`src/rtl/improve_pkg.sv`:
```
// ============================================================================
// Module   : improve_pkg
// Purpose  : Shared types and width helpers for the pixel tagger and rotation stage.
// Revision : 1.0
// ============================================================================
`default_nettype none

package improve_pkg;

   typedef enum logic [1:0] {
      ST_IDLE   = 2'd0,
      ST_ACTIVE = 2'd1,
      ST_DRAIN  = 2'd2
   } tag_state_t;

   localparam int BEAT_PIX_W   = 8;
   localparam int BEAT_IDX_W   = 8;
   localparam int BEAT_COORD_W = 11;

   typedef struct packed {
      logic [BEAT_PIX_W-1:0]          data;
      logic [BEAT_IDX_W-1:0]          row;
      logic [BEAT_IDX_W-1:0]          col;
      logic signed [BEAT_COORD_W-1:0] xs;
      logic signed [BEAT_COORD_W-1:0] ys;
      logic                           sof;
      logic                           eof;
   } pix_beat_t;

   // Index width that never collapses to zero for a 1-pixel dimension.
   function automatic int idx_w(input int n);
      if (n > 1) return $clog2(n);
      else       return 1;
   endfunction

   // Smallest signed width w with 2^(w-1) > max(rows, cols).
   function automatic int coord_w(input int rows, input int cols);
      int m;
      int w;
      m = (rows > cols) ? rows : cols;
      w = 1;
      while ((1 << (w - 1)) <= m) w = w + 1;
      return w;
   endfunction

endpackage

`default_nettype wire

```
`src/rtl/pixel_coord_tagger_skid_buffer.sv`:
```
// ============================================================================
// Module   : skid_buffer
// Purpose  : Output register plus one skid register with a registered ready.
// Revision : 1.0
// ============================================================================
`default_nettype none

module skid_buffer #(
   parameter int DW = 8
) (
   input  logic          clk,
   input  logic          rst,
   input  logic          i_enable,
   input  logic          i_valid,
   input  logic [DW-1:0] i_data,
   output logic          o_ready,
   output logic          o_valid,
   input  logic          i_ready,
   output logic [DW-1:0] o_data
);

   logic          r_ready;
   logic          r_out_valid;
   logic          r_skid_full;
   logic [DW-1:0] r_out_data;
   logic [DW-1:0] r_skid_data;
   logic          w_acc;
   logic          w_cons;
   logic          w_skid_full_nxt;

   assign w_acc  = i_valid & r_ready;
   assign w_cons = r_out_valid & i_ready;
   // Skid fills only when an accept lands on a stalled output register.
   assign w_skid_full_nxt = r_skid_full ? !w_cons : (w_acc & r_out_valid & !i_ready);

   always_ff @(posedge clk or posedge rst) begin
      if (rst) begin
         r_ready     <= 1'b0;
         r_out_valid <= 1'b0;
         r_skid_full <= 1'b0;
         r_out_data  <= '0;
         r_skid_data <= '0;
      end else begin
         r_ready     <= i_enable & !w_skid_full_nxt;
         r_skid_full <= w_skid_full_nxt;
         if (!r_out_valid || w_cons) begin
            if (r_skid_full) begin
               r_out_data  <= r_skid_data;
               r_out_valid <= 1'b1;
            end else if (w_acc) begin
               r_out_data  <= i_data;
               r_out_valid <= 1'b1;
            end else begin
               r_out_valid <= 1'b0;
            end
         end
         if (w_acc && r_out_valid && !i_ready) begin
            r_skid_data <= i_data;
         end
      end
   end

   assign o_ready = r_ready;
   assign o_valid = r_out_valid;
   assign o_data  = r_out_data;

endmodule

`default_nettype wire

```
`src/rtl/pixel_coord_tagger.sv`:
```
// ============================================================================
// Module   : pixel_coord_tagger
// Purpose  : Tags a raster pixel stream with row/col, centred coordinates and frame markers.
// Revision : 1.0
// ============================================================================
`default_nettype none

module pixel_coord_tagger
   import improve_pkg::*;
#(
   parameter int ROWS    = 242,
   parameter int COLS    = 247,
   parameter int PIX_W   = 8,
   parameter int COORD_W = 11
) (
   input  logic                      clk,
   input  logic                      rst,
   input  logic                      start,
   input  logic                      s_valid,
   output logic                      s_ready,
   input  logic [PIX_W-1:0]          s_data,
   output logic                      m_valid,
   input  logic                      m_ready,
   output logic [PIX_W-1:0]          m_data,
   output logic [idx_w(ROWS)-1:0]    m_row,
   output logic [idx_w(COLS)-1:0]    m_col,
   output logic signed [COORD_W-1:0] m_xs,
   output logic signed [COORD_W-1:0] m_ys,
   output logic                      m_sof,
   output logic                      m_eof,
   output logic                      frame_done,
   output logic                      busy
);

   localparam int c_RW = idx_w(ROWS);
   localparam int c_CW = idx_w(COLS);
   localparam int c_DW = PIX_W + c_RW + c_CW + 2 * COORD_W + 2;
   localparam logic [c_RW-1:0] c_ROW_LAST = c_RW'(ROWS - 1);
   localparam logic [c_CW-1:0] c_COL_LAST = c_CW'(COLS - 1);

   tag_state_t          r_state;
   tag_state_t          w_state_nxt;
   logic [c_RW-1:0]     r_row;
   logic [c_CW-1:0]     r_col;
   logic                w_acc;
   logic                w_sof;
   logic                w_eof;
   logic                w_eof_cons;
   logic [COORD_W-1:0]  w_xs;
   logic [COORD_W-1:0]  w_ys;
   logic [c_DW-1:0]     w_beat_in;
   logic [c_DW-1:0]     w_beat_out;

   assign w_acc      = s_valid & s_ready;
   assign w_sof      = (r_row == '0) && (r_col == '0);
   assign w_eof      = (r_row == c_ROW_LAST) && (r_col == c_COL_LAST);
   assign w_eof_cons = m_valid & m_ready & m_eof;

   // Half-pixel units: doubling the index keeps odd dimensions exact.
   assign w_xs = COORD_W'({r_col, 1'b0}) - COORD_W'(COLS - 1);
   assign w_ys = COORD_W'({r_row, 1'b0}) - COORD_W'(ROWS - 1);

   always_comb begin
      w_state_nxt = r_state;
      case (r_state)
         ST_IDLE:   if (start)          w_state_nxt = ST_ACTIVE;
         ST_ACTIVE: if (w_acc && w_eof) w_state_nxt = ST_DRAIN;
         ST_DRAIN:  if (w_eof_cons)     w_state_nxt = ST_IDLE;
         default:                       w_state_nxt = ST_IDLE;
      endcase
   end

   always_ff @(posedge clk or posedge rst) begin
      if (rst) begin
         r_state <= ST_IDLE;
      end else begin
         r_state <= w_state_nxt;
      end
   end

   always_ff @(posedge clk or posedge rst) begin
      if (rst) begin
         r_row <= '0;
         r_col <= '0;
      end else if (r_state == ST_IDLE && start) begin
         r_row <= '0;
         r_col <= '0;
      end else if (w_acc) begin
         if (r_col == c_COL_LAST) begin
            r_col <= '0;
            r_row <= (r_row == c_ROW_LAST) ? '0 : r_row + 1'b1;
         end else begin
            r_col <= r_col + 1'b1;
         end
      end
   end

   assign w_beat_in = {s_data, r_row, r_col, w_xs, w_ys, w_sof, w_eof};

   skid_buffer #(
      .DW (c_DW)
   ) u_skid (
      .clk      (clk),
      .rst      (rst),
      .i_enable (w_state_nxt == ST_ACTIVE),
      .i_valid  (s_valid),
      .i_data   (w_beat_in),
      .o_ready  (s_ready),
      .o_valid  (m_valid),
      .i_ready  (m_ready),
      .o_data   (w_beat_out)
   );

   assign {m_data, m_row, m_col, m_xs, m_ys, m_sof, m_eof} = w_beat_out;

   assign frame_done = (r_state == ST_DRAIN) & w_eof_cons;
   assign busy       = (r_state != ST_IDLE);

endmodule

`default_nettype wire

```
`config.mk`:
```
export PLATFORM = sky130hd
export DESIGN_NAME = pixel_coord_tagger
export DESIGN_NICKNAME = d
export VERILOG_FILES = /design/src/rtl/improve_pkg.sv /design/src/rtl/pixel_coord_tagger_skid_buffer.sv /design/src/rtl/pixel_coord_tagger.sv
export SDC_FILE = /design/constraint.sdc
export NUM_CORES = 1
export LEC_CHECK = 0
export ABC_AREA = 0
export ABC_CLOCK_PERIOD_IN_PS = 7300
export CAP_MARGIN = 15
export CORE_ASPECT_RATIO = 0.5
export CORE_MARGIN = 3
export CORE_UTILIZATION = 45
export DETAILED_ROUTE_END_ITERATION = 8
export PLACE_DENSITY = 0.65
export SYNTH_ARGS = -nofsm -noshare
export SYNTH_HDL_FRONTEND = slang
export SYNTH_SLANG_ARGS = --single-unit
export TNS_END_PERCENT = 5
```
`constraint.sdc`:
```
create_clock -name clk -period 7.3 [get_ports clk]
set_input_delay 0.73 -clock clk [delete_from_list [all_inputs] [get_ports clk]]
set_output_delay 0.73 -clock clk [all_outputs]
set_load 0.01 [all_outputs]
```
## Word-level counts from Yosys, hierarchy flattened

Cells that the tools add are included.

- Add/sub/neg operators: 4
- Equal/unequal tests: 5
- Multiplexer cells: 16
- Bitwise operators: 7
- Reductions and logical operators: 20

Operator list:

| operator | count |
|---|---|
| $mux 48 | 2 |
| $mux 8 | 7 |
| $sub 9x8->10 const B | 2 |
| $add 8x1->8 const B | 2 |
| $eq 8x8->1 const B | 2 |
| $logic_not 8->1 | 2 |
| $reduce_bool 2->1 | 4 |
| $and 1x1->1 | 7 |
| $logic_and 1x1->1 | 6 |
| $mux 2 | 3 |
| $pmux 2 s3 | 1 |
| $eq 2x1->1 const B | 2 |
| $logic_not 1->1 | 4 |
| $reduce_and 2->1 | 2 |
| $mux 1 | 3 |
| $eq 2x2->1 const B | 1 |
| $logic_not 2->1 | 1 |
| $logic_or 1x1->1 | 1 |

- Register bits after elaboration: 117
- Input port bits: 13
- Output and inout bits: 52
- Word-level logic and storage cells: 60

## Logic depth before layout (Yosys ltp)

Gate-level depths: netlist of the first run.

- Word-level depth: 7
- Mapped depth: 8
- Depth with buffers taken out: 6

## By module

Synthesis of the first run repeated with hierarchy kept, for this count alone.

- Cell total of the unflattened synthesis: 427
- Area, all modules: 5829.3 um^2

By module, submodules not included:

| module | instances | cells each | area each (um^2) | sequential area each (um^2) |
|---|---|---|---|---|
| skid_buffer | 1 | 268 | 4440.5 | 2477.4 |
| pixel_coord_tagger | 1 | 159 | 1388.8 | 450.4 |

## Worst setup path before layout of the first run

No wires, ideal clock.

- Path kind: input -> output
- From: in m_ready
- To: out frame_done
- Data arrival time: 1.149 ns
- Required time: 6.570 ns
- Path slack: 5.421 ns
- Cell stages on the path: 2
- Path buffers: 0
- Path through: nand3_1 > nor3b_1

- Cells in the longest elaborated chain, start to end: 3

Ends and longest elaborated chain:

| element | line | text |
|---|---|---|
| from (decl) | pixel_coord_tagger.sv:23 | `input logic m_ready,` |
| $and 1x1->1 (2 in a row) | pixel_coord_tagger.sv:57 | `assign w_eof_cons = m_valid & m_ready & m_eof;` |
| $and 1x1->1 | pixel_coord_tagger.sv:116 | `assign frame_done = (r_state == ST_DRAIN) & w_eof_cons;` |
| to (decl) | pixel_coord_tagger.sv:31 | `output logic frame_done,` |

Every way passes these cells.

## Final worst setup path of the first run

Same ends and word-level chain as after synthesis.

==> results.rst, run 1 <==
.. list-table::
   :header-rows: 1

   * - Metric
     - Value
   * - Total instance count after detailed placement
     - 736
   * - Number of detailed-route iterations in the first pass
     - 4
   * - Netlist Area Pre-Place
     - 0.00525 mm^2
   * - WHS Path Cells
     - 1
   * - Arrival time at the worst endpoint
     - 2170 ps
   * - Max H-tree Level
     - 3
   * - Grt total ovfl
     - 0
   * - Post-detailed-route wirelength per cell
     - 15.2 um
   * - Number of buffers added on ports
     - 63
   * - FF-to-FF setup slack
     - 5110 ps
   * - Type of origin of the critical path
     - primary input
   * - Post-route met1 wirelength
     - 5820 um
   * - DR vias
     - 3,904
   * - Maximum ir drop on the vdd rail
     - 0.000156 V
   * - Launch point of the worst reg-to-reg path
     - u_skid.r_skid_full
   * - Max transition margin
     - 36.6%
   * - Clock tree root driver cell
     - sky130_fd_sc_hd__clkbuf_16
   * - Met2 wire length
     - 4920 um
   * - Reg-to-reg endpoint
     - u_skid.o_data[23]
   * - Pins over their slew limit
     - 0
   * - Total number of clock tree sinks
     - 111
   * - Antenna-violating nets left
     - 0
   * - Net switching power of the design
     - 793 uW
   * - Vias per std cell
     - 5.19
   * - # rows
     - 27
   * - Library cell appearing most often on the critical path
     - sky130_fd_sc_hd__clkdlybuf4s50_1
   * - Async set or reset register ratio after synthesis
     - 100%
   * - MaxCap Viol Count
     - 0
   * - Buffer depth of the longest clock path
     - 2
   * - Number of global-route vias before repair
     - 3,821
   * - Cell variety after synth
     - 51
   * - Total die area
     - 0.0131 mm^2
   * - Stage delay of the slowest cell on the critical path
     - 570 ps
   * - Max Fclk
     - 345 MHz
   * - Detailed-route wire length
     - 11,500 um
   * - Final core area utilization
     - 55.3%
   * - RD Place Congestion
     - 0.805
   * - Cell Count, Final, Fillers Out
     - 752
   * - Clock network power share
     - 21.5%
   * - Final Cycle Share
     - 39.8%
   * - Initial antenna violation count
     - 0
   * - Number of flops mapped to enable cells by yosys
     - 0
   * - Number of endpoints with negative hold slack in the final report
     - 0
   * - Post-synthesis net count
     - 573
   * - Filler cell count in the final layout
     - 991
   * - Final Net Count
     - 609
   * - Largest net degree at the start of global routing
     - 78
   * - Classification of the worst-slack hold path
     - reg2reg
   * - Synth-to-layout area growth
     - 17.8%
   * - Data required time of the worst path
     - 6570 ps
   * - Worst reg-to-reg path cell count
     - 5
   * - Die boundary height
     - 82.4 um
   * - Clock tree from TritonCTS
     - done
   * - Worst Hold Slack
     - 472 ps
   * - Diodes inserted
     - 0
   * - Synthesized area per cell
     - 9.50 um^2
   * - Combinational power share
     - 36.0%
   * - Post-detailed-route DRC marker count
     - 0
   * - Wire length of the first global-routing pass
     - 19,600 um
   * - Area of the placeable core
     - 0.0112 mm^2
   * - Seq/Total Area, Yosys
     - 52.9%
   * - Crit end category
     - primary output
   * - Post-CTS setup buffers
     - 0
   * - Post-CTS Hold Buffers
     - 0
   * - Register bit count reported by yosys
     - 111
   * - Max layer used
     - met4
   * - Number of top-level pins
     - 65
   * - Launch point of the critical path
     - m_ready
   * - Fraction of final layout cells with drive strength greater than 1
     - 6.24%
   * - Outcome
     - finished, final reports clean
   * - Slowest stage cell on the critical path
     - sky130_fd_sc_hd__clkdlybuf4s50_1
   * - Hold EP
     - u_skid.r_skid_data[2]
   * - Initial standard-cell utilization of the core
     - 47.0%
   * - Crit-path cells
     - clkdlybuf4s50_1, nand3_1, nor3b_1, clkdlybuf4s50_1
   * - Final min period
     - 2900 ps
   * - Sequential share of power
     - 42.5%
   * - Clk_lat worst skew
     - 350 ps
   * - P_int
     - 1.44 mW
   * - Maximum clock skew at final layout
     - 4.31 ps
   * - Quantity of gates resized following cts
     - 0
   * - Final sum of negative setup slack
     - 0 ps
   * - Classification of the worst setup path
     - in2out
   * - Die boundary width
     - 159 um
   * - RSZ-0062 raised after global routing
     - no
   * - Top_reg_cell synth
     - sky130_fd_sc_hd__dfrtp_1
   * - Critical path peak fanout
     - 4
   * - Switching part of the total
     - 35.5%
   * - Gate Count Post-Synth
     - 553
   * - HPWL after DPL
     - 7610 um
   * - CTS buffer count
     - 9
   * - Pin slew with the least headroom to its limit
     - 951 ps
   * - Leakage Power
     - 2.66 nW
   * - Number of warning messages in the yosys log
     - 0
   * - Post-layout total power
     - 2.23 mW
   * - # setup viols final
     - 0
   * - Routed met3 length
     - 577 um
   * - Power Dens Cells
     - 361 mW/mm^2
   * - Overall track demand over capacity in global routing
     - 18.9%
   * - CTS clock-pin slew for the worst setup and hold paths
     - 70 ps
   * - Hold path start
     - u_skid.r_skid_data[2]
   * - DRC violation total after the first TritonRoute iteration
     - 224
## registers in the layout, summed over array words and instances, names as in the netlist
signal / count
u_skid.o_valid: 1
u_skid.o_data: 45
u_skid.r_skid_full: 1
u_skid.o_ready: 1
r_state: 2
r_row: 8
u_skid.r_skid_data: 45
r_col: 8
## cells in the mapped netlist, drive strengths merged (9+ instances only)
master,number,area [um^2]
nand2,141,529
dfrtp,111,2780
o21ai,60,304
mux2i,26,260
buf,25,171
nor2,24,90.1
a21oi,21,105
clkbuf,20,85.1
nand3,16,85.1
o211ai,10,75.1
xnor2,10,87.6
inv,9,33.8
nor3,9,55.1
## worst max-delay path by stage
stage,cells after the start,slack (ps),end
detailed placement,4,4260,u_skid.r_skid_data[0]
global route,4,4310,frame_done
CTS,4,4420,frame_done
global placement,4,4350,u_skid.r_skid_data[12]
floorplan,1,3640,r_col[0]
finish,4,4400,frame_done
## layer usage
| metal | up-vias | GRT usage, % |
|---|---|---|
| met5 | - | 0 |
| met4 | 0 | 5.59 |
| met3 | 14 | 3.64 |
| met2 | 77 | 30.3 |
| met1 | 1871 | 26.5 |
| li1 | 1942 | - |
## stage by stage
step           instance area, um^2  worst slack (ps)
2_1_floorplan                 5250              3640
4_1_cts                       6160              4420
3_3_place_gp                  5880              4350
5_1_grt                       6180              4310
6_report                      6180              4400
3_5_place_dp                  5880              4260
## area by class of cell
class	count	area (um^2)	share of cell area, %
Clock buffer	12	236	3.82
Tap cell	159	199	3.22
Inverter	9	36.3	0.587
Clock inverter	3	45.0	0.728
Sequential cell	111	2780	44.9
Timing Repair Buffer	70	696	11.2
Multi-Input combinational cell	388	2190	35.5
## critical path: cells and delay by family
family | cells | cell delay (ps)
AND/OR/NAND/NOR | 2 | 350
buffers and inverters | 2 | 1080
## cells by family (layout without fill, tap and decap cells)
family	count (synthesis)	after routing	synth area share [%]
flip-flops	111	111	52.9
other	1	1	0.0714
AND/OR/NAND/NOR	223	223	19.1
XOR/XNOR	15	15	2.50
AO/OA/AOI/OAI	116	116	13.2
adder cells (fa/ha/maj)	7	7	1.67
buffers and inverters	54	94	5.53
multiplexers	26	26	4.96
## power by group through the flow
stage               Clock [mW]  Combinational [mW]  Sequential, mW
detailed placement           0               0.809           0.962
global placement             0               0.797           0.957
finish                   0.481               0.804           0.949
global route             0.513               0.897           0.980
floorplan                    0               0.493           0.947
CTS                      0.493               0.814           0.951
## layout by cell type, fill, tap and decap left out, drive strengths merged, types with 4 or more instances in the layout
cell / count
clkdlybuf4s50: 63
o211ai: 10
o21ai: 60
buf: 7
xnor2: 10
o21a: 6
nand4: 4
xor2: 5
nand3: 16
nor2: 24
dfrtp: 111
o31ai: 7
and3: 5
ha: 7
inv: 9
nand2: 141
nor3: 9
clkbuf: 12
a21oi: 21
mux2i: 26
(Power assumes the default switching activity.)
==> run 2, diff against run 1 <==
Settings changed: ABC_CLOCK_PERIOD_IN_PS 7300 to 2600, PLACE_DENSITY 0.65 to 0.67.
Clock period 7.3 ns to 2.6 ns, I/O delays scaled along.
==> results.rst, run 2 (synthesis results as in run 1) <==
.. list-table::
   :header-rows: 1

   * - Metric
     - Value
   * - Outcome
     - finished, final reports clean
   * - Post-layout total power
     - 6.32 mW
   * - Leakage Power
     - 2.69 nW
   * - Antenna-violating nets left
     - 0
   * - Worst slack at placement
     - 301 ps
   * - Initial antenna violation count
     - 0
   * - Most common cell after layout, fill and taps aside
     - sky130_fd_sc_hd__nand2_1
   * - Number of endpoints with negative hold slack in the final report
     - 0
   * - Number of global-route vias before repair
     - 3,711
   * - Final core area utilization
     - 55.9%
   * - RSZ-0062 raised after global routing
     - no
   * - DR vias
     - 3,917
   * - Fraction of final layout cells with drive strength greater than 1
     - 7.20%
   * - Maximum clock skew at final layout
     - 8.41 ps
   * - Worst Hold Slack
     - 422 ps
   * - Final Cycle Share
     - 78.6%
   * - # setup viols final
     - 0
   * - Post-CTS Hold Buffers
     - 0
   * - Classification of the worst-slack hold path
     - in2async
   * - MaxCap Viol Count
     - 0
   * - Total instance count after detailed placement
     - 740
   * - Classification of the worst setup path
     - reg2reg
   * - Leading cell types in the layout, fill and taps excluded
     - 140 x sky130_fd_sc_hd__nand2_1, 110 x sky130_fd_sc_hd__dfrtp_1, 63 x sky130_fd_sc_hd__clkdlybuf4s50_1, 59 x sky130_fd_sc_hd__o21ai_0, 26 x sky130_fd_sc_hd__mux2i_1
   * - Total number of clock tree sinks
     - 111
   * - CTS clock-pin slew for the worst setup and hold paths
     - 70 ps
   * - Stage delay of the slowest cell on the critical path
     - 530 ps
   * - Final min period
     - 2040 ps
   * - Maximum ir drop on the vdd rail
     - 0.000451 V
   * - Clk_lat worst skew
     - 350 ps
   * - Post-CTS setup buffers
     - 0
   * - Area taken by multi-input logic gates
     - 0.00219 mm^2
   * - Crit-path cells
     - inv_1, ha_1, and4b_4, nand3_2, or4_1, a21oi_1
   * - Bufs and invs on worst path
     - 1
   * - Quantity of gates resized following cts
     - 0
   * - Type of origin of the critical path
     - flop
   * - Cell family contributing the most delay on the critical path
     - simple AND/OR/NAND/NOR gates
   * - Post-place instance area
     - 0.00596 mm^2
   * - Post-detailed-route DRC marker count
     - 0
   * - Post-route cell area
     - 0.00625 mm^2
   * - Die boundary width
     - 159 um
   * - Cell Count, Final, Fillers Out
     - 756
   * - Synth-to-layout area growth
     - 19.0%
   * - Number of top-level pins
     - 65
   * - Vias per std cell
     - 5.18
   * - DRC violation total after the first TritonRoute iteration
     - 288
   * - Initial standard-cell utilization of the core
     - 47.0%
   * - Power Dens Cells
     - 1010 mW/mm^2
   * - HPWL after DPL
     - 7750 um
   * - Die boundary height
     - 82.4 um
   * - Filler cell count in the final layout
     - 995
   * - Total die area
     - 0.0131 mm^2
   * - Grt total ovfl
     - 0
   * - Clock tree from TritonCTS
     - done
   * - Final worst-path setup slack
     - 557 ps
   * - Final sum of negative setup slack
     - 0 ps
   * - Crit end category
     - flop
   * - # rows
     - 27
   * - Number of buffers added on ports
     - 63
   * - Arrival time at the worst endpoint
     - 2310 ps
   * - Critical path peak fanout
     - 12
   * - Final Net Count
     - 612
   * - Detailed-route wire length
     - 11,600 um
   * - CTS buffer count
     - 9
   * - Diodes inserted
     - 0
   * - RD Place Congestion
     - 0.810
   * - Clock tree root driver cell
     - sky130_fd_sc_hd__clkbuf_16
   * - Buffer depth of the longest clock path
     - 2
   * - Pins over their slew limit
     - 0
   * - Max transition margin
     - 46.3%
   * - Area taken by flip-flops and latches
     - 0.00278 mm^2
   * - Data required time of the worst path
     - 2870 ps
   * - Overall track demand over capacity in global routing
     - 18.7%
   * - Slowest stage cell on the critical path
     - sky130_fd_sc_hd__or4_1
   * - Number of detailed-route iterations in the first pass
     - 4
   * - Wire length of the first global-routing pass
     - 19,400 um
   * - Area of the placeable core
     - 0.0112 mm^2
   * - Pin slew with the least headroom to its limit
     - 803 ps
   * - Largest net degree at the start of global routing
     - 112
   * - Post-detailed-route wirelength per cell
     - 15.3 um
   * - Max H-tree Level
     - 3
   * - Max Fclk
     - 490 MHz
## run 2: metal layers
layer	track usage [%]	share of wire (%)	wire length, um
met2	29.8	44	5080
met1	25.8	50	5790
met4	4.72	1.1	128
met3	5.23	5.1	586
met5	0	0	0
## run 2: path summary, 6_finish.rpt
path                                       start                endpoint  slack (ps)  cells after the start
setup / recovery                        r_col[0]                r_row[6]         560                      6
hold / removal                               rst       u_skid.o_data[47]         420                      3
setup reg to reg                        r_col[0]                r_row[6]         560                      6
hold reg to reg            u_skid.r_skid_data[2]   u_skid.r_skid_data[2]         480                      1
max in group asynchronous                    rst      u_skid.r_skid_full        1700                      3
min in group clk                       s_data[3]  u_skid.r_skid_data[43]         460                      3
## run 2: cell type report
class,count,share of cell area [%]
multi-input cells,388,35.1
inverters,9,0.600
repair buffers,73,12.1
clock buffers,12,4.10
clock inverters,4,0.480
flip-flops and latches,111,44.5
well taps,159,3.18
## run 2: power breakdown
group	total, mW	leakage [nW]	internal [mW]	switching [mW]
logic	2.30	1.14	1.09	1.21
registers	2.69	1.41	2.26	0.427
clock network	1.33	0.139	0.705	0.627
total	6.32	2.69	4.05	2.27
## run 2: worst min-delay path, cell delays in order
cell and delay, ps:
sky130_fd_sc_hd__clkdlybuf4s50_1 450, sky130_fd_sc_hd__clkinvlp_4 100, sky130_fd_sc_hd__buf_12 430
==> run 3, diff against run 2 <==
Settings changed: ABC_CLOCK_PERIOD_IN_PS 2600 to 2000, PLACE_DENSITY 0.67 to 0.65.
Clock period 2.6 ns to 2 ns, I/O delays scaled along.
==> results.rst, run 3 (synthesis results as in run 1) <==
.. list-table::
   :header-rows: 1

   * - Metric
     - Value
   * - Post-CTS Hold Buffers
     - 0
   * - Final min period
     - 1840 ps
   * - P_int
     - 5.45 mW
   * - Pins over their slew limit
     - 0
   * - Number of buffers added on ports
     - 63
   * - RD Place Congestion
     - 0.846
   * - Total number of clock tree sinks
     - 111
   * - Net switching power of the design
     - 2.96 mW
   * - Area of the placeable core
     - 0.0112 mm^2
   * - Clock tree from TritonCTS
     - done
   * - Clock tree root driver cell
     - sky130_fd_sc_hd__clkbuf_16
   * - Data required time of the worst path
     - 2260 ps
   * - Buffer depth of the longest clock path
     - 2
   * - Number of global-route vias before repair
     - 4,044
   * - Die boundary height
     - 82.4 um
   * - Max H-tree Level
     - 3
   * - Outcome
     - finished, final reports clean
   * - Vias per std cell
     - 5.20
   * - MaxCap Viol Count
     - 0
   * - Fraction of final layout cells with drive strength greater than 1
     - 10.9%
   * - Total die area
     - 0.0131 mm^2
   * - Post-detailed-route wirelength per cell
     - 15.5 um
   * - FF-to-FF setup slack
     - 160 ps
   * - Clk_lat worst skew
     - 340 ps
   * - Die boundary width
     - 159 um
   * - Max Fclk
     - 544 MHz
   * - Quantity of gates resized following cts
     - 0
   * - # rows
     - 27
   * - Number of endpoints with negative hold slack in the final report
     - 0
   * - Post-detailed-route DRC marker count
     - 0
   * - Overall track demand over capacity in global routing
     - 20.0%
   * - Maximum clock skew at final layout
     - 6.29 ps
   * - Clock network power share
     - 21.1%
   * - Number of top-level pins
     - 65
   * - Grt total ovfl
     - 0
   * - Number of detailed-route iterations in the first pass
     - 5
   * - Leakage Power
     - 2.82 nW
   * - DR vias
     - 4,064
   * - Arrival time at the worst endpoint
     - 2100 ps
   * - Combinational power share
     - 39.1%
   * - CTS buffer count
     - 9
   * - Largest net degree at the start of global routing
     - 63
   * - DRC violation total after the first TritonRoute iteration
     - 318
   * - Switching part of the total
     - 35.2%
   * - Sequential share of power
     - 39.9%
   * - Worst reg-to-reg path cell count
     - 6
   * - Final Net Count
     - 638
   * - Detailed-route wire length
     - 12,100 um
   * - Post-CTS setup buffers
     - 0
   * - Antenna-violating nets left
     - 0
   * - # setup viols final
     - 0
   * - Final sum of negative setup slack
     - 0 ps
   * - Synth-to-layout area growth
     - 23.2%
   * - Initial antenna violation count
     - 0
   * - Wire length of the first global-routing pass
     - 20,800 um
   * - Classification of the worst setup path
     - reg2reg
   * - Power Dens Cells
     - 1300 mW/mm^2
   * - Post-layout total power
     - 8.41 mW
   * - Diodes inserted
     - 0
   * - Type of origin of the critical path
     - flop
   * - RSZ-0062 raised after global routing
     - no
   * - HPWL after DPL
     - 8410 um
   * - Classification of the worst-slack hold path
     - in2async
   * - Crit end category
     - flop
   * - Final Cycle Share
     - 92.0%
   * - Leading cell types in the layout, fill and taps excluded
     - 140 x sky130_fd_sc_hd__nand2_1, 110 x sky130_fd_sc_hd__dfrtp_1, 63 x sky130_fd_sc_hd__clkdlybuf4s50_1, 59 x sky130_fd_sc_hd__o21ai_0, 31 x sky130_fd_sc_hd__buf_4
   * - Initial standard-cell utilization of the core
     - 47.0%
   * - Critical path peak fanout
     - 9
   * - Worst Hold Slack
     - 193 ps
   * - Maximum ir drop on the vdd rail
     - 0.000575 V
   * - CTS clock-pin slew for the worst setup and hold paths
     - 70 ps
   * - Most common cell after layout, fill and taps aside
     - sky130_fd_sc_hd__nand2_1
run 3: layer usage:
layer	up-vias	track usage [%]	wire [um]	part of all wire [%]
met5	-	0	0	0
met4	0	5.33	120	0.99
met3	9	4.78	667	5.5
met2	97	31.5	5240	43
met1	1948	28.2	6060	50
li1	2010	-	-	-
run 3: power groups by stage:
| stage | Sequential (mW) | Clock, mW | Combinational [mW] |
|---|---|---|---|
| 3_5_place_dp | 3.39 | 0 | 3.31 |
| 6_report | 3.35 | 1.77 | 3.28 |
| 4_1_cts | 3.36 | 1.82 | 3.32 |
| 3_3_place_gp | 3.37 | 0 | 3.26 |
| 2_1_floorplan | 3.46 | 0 | 1.80 |
| 5_1_grt | 3.46 | 1.89 | 3.68 |
run 3: cell type report:
cell class	count	area, um^2
Sequential cell	111	2780
Tap cell	159	199
Fill cell	993	4710
Inverter	9	37.5
Clock buffer	11	233
Timing Repair Buffer	99	963
Clock inverter	5	56.3
Multi-Input combinational cell	388	2200
run 3: final timing paths:
| check | end | startpoint |
|---|---|---|
| setup reg to reg | r_row[6] | r_col[0] |
| hold / removal | u_skid.o_data[43] | rst |
| hold reg to reg | u_skid.o_data[44] | u_skid.o_data[44] |
| max in group asynchronous | u_skid.r_skid_data[0] | rst |
| min in group clk | u_skid.r_skid_data[46] | s_data[6] |
| setup / recovery | r_row[6] | r_col[0] |
run 3: metrics by stage:
stage | std cells | area, um^2 | util, % | setup WS, ps
2_1_floorplan | 553 | 5260 | - | 178
4_1_cts | 782 | 6460 | 57.8 | 103
5_1_grt | 782 | 6470 | 57.8 | 31.1
3_5_place_dp | 766 | 6170 | 55.2 | 19.7
6_report | 782 | 6470 | 57.8 | 160
3_3_place_gp | 766 | 6170 | 55.2 | 91.3
run 3: worst max-delay path: stages, from the launching register on:
cell,delay [ps]
sky130_fd_sc_hd__dfrtp_1,440
sky130_fd_sc_hd__inv_1,100
sky130_fd_sc_hd__ha_1,150
sky130_fd_sc_hd__and4b_4,270
sky130_fd_sc_hd__nand3_4,130
sky130_fd_sc_hd__or4_1,490
sky130_fd_sc_hd__a21oi_1,180
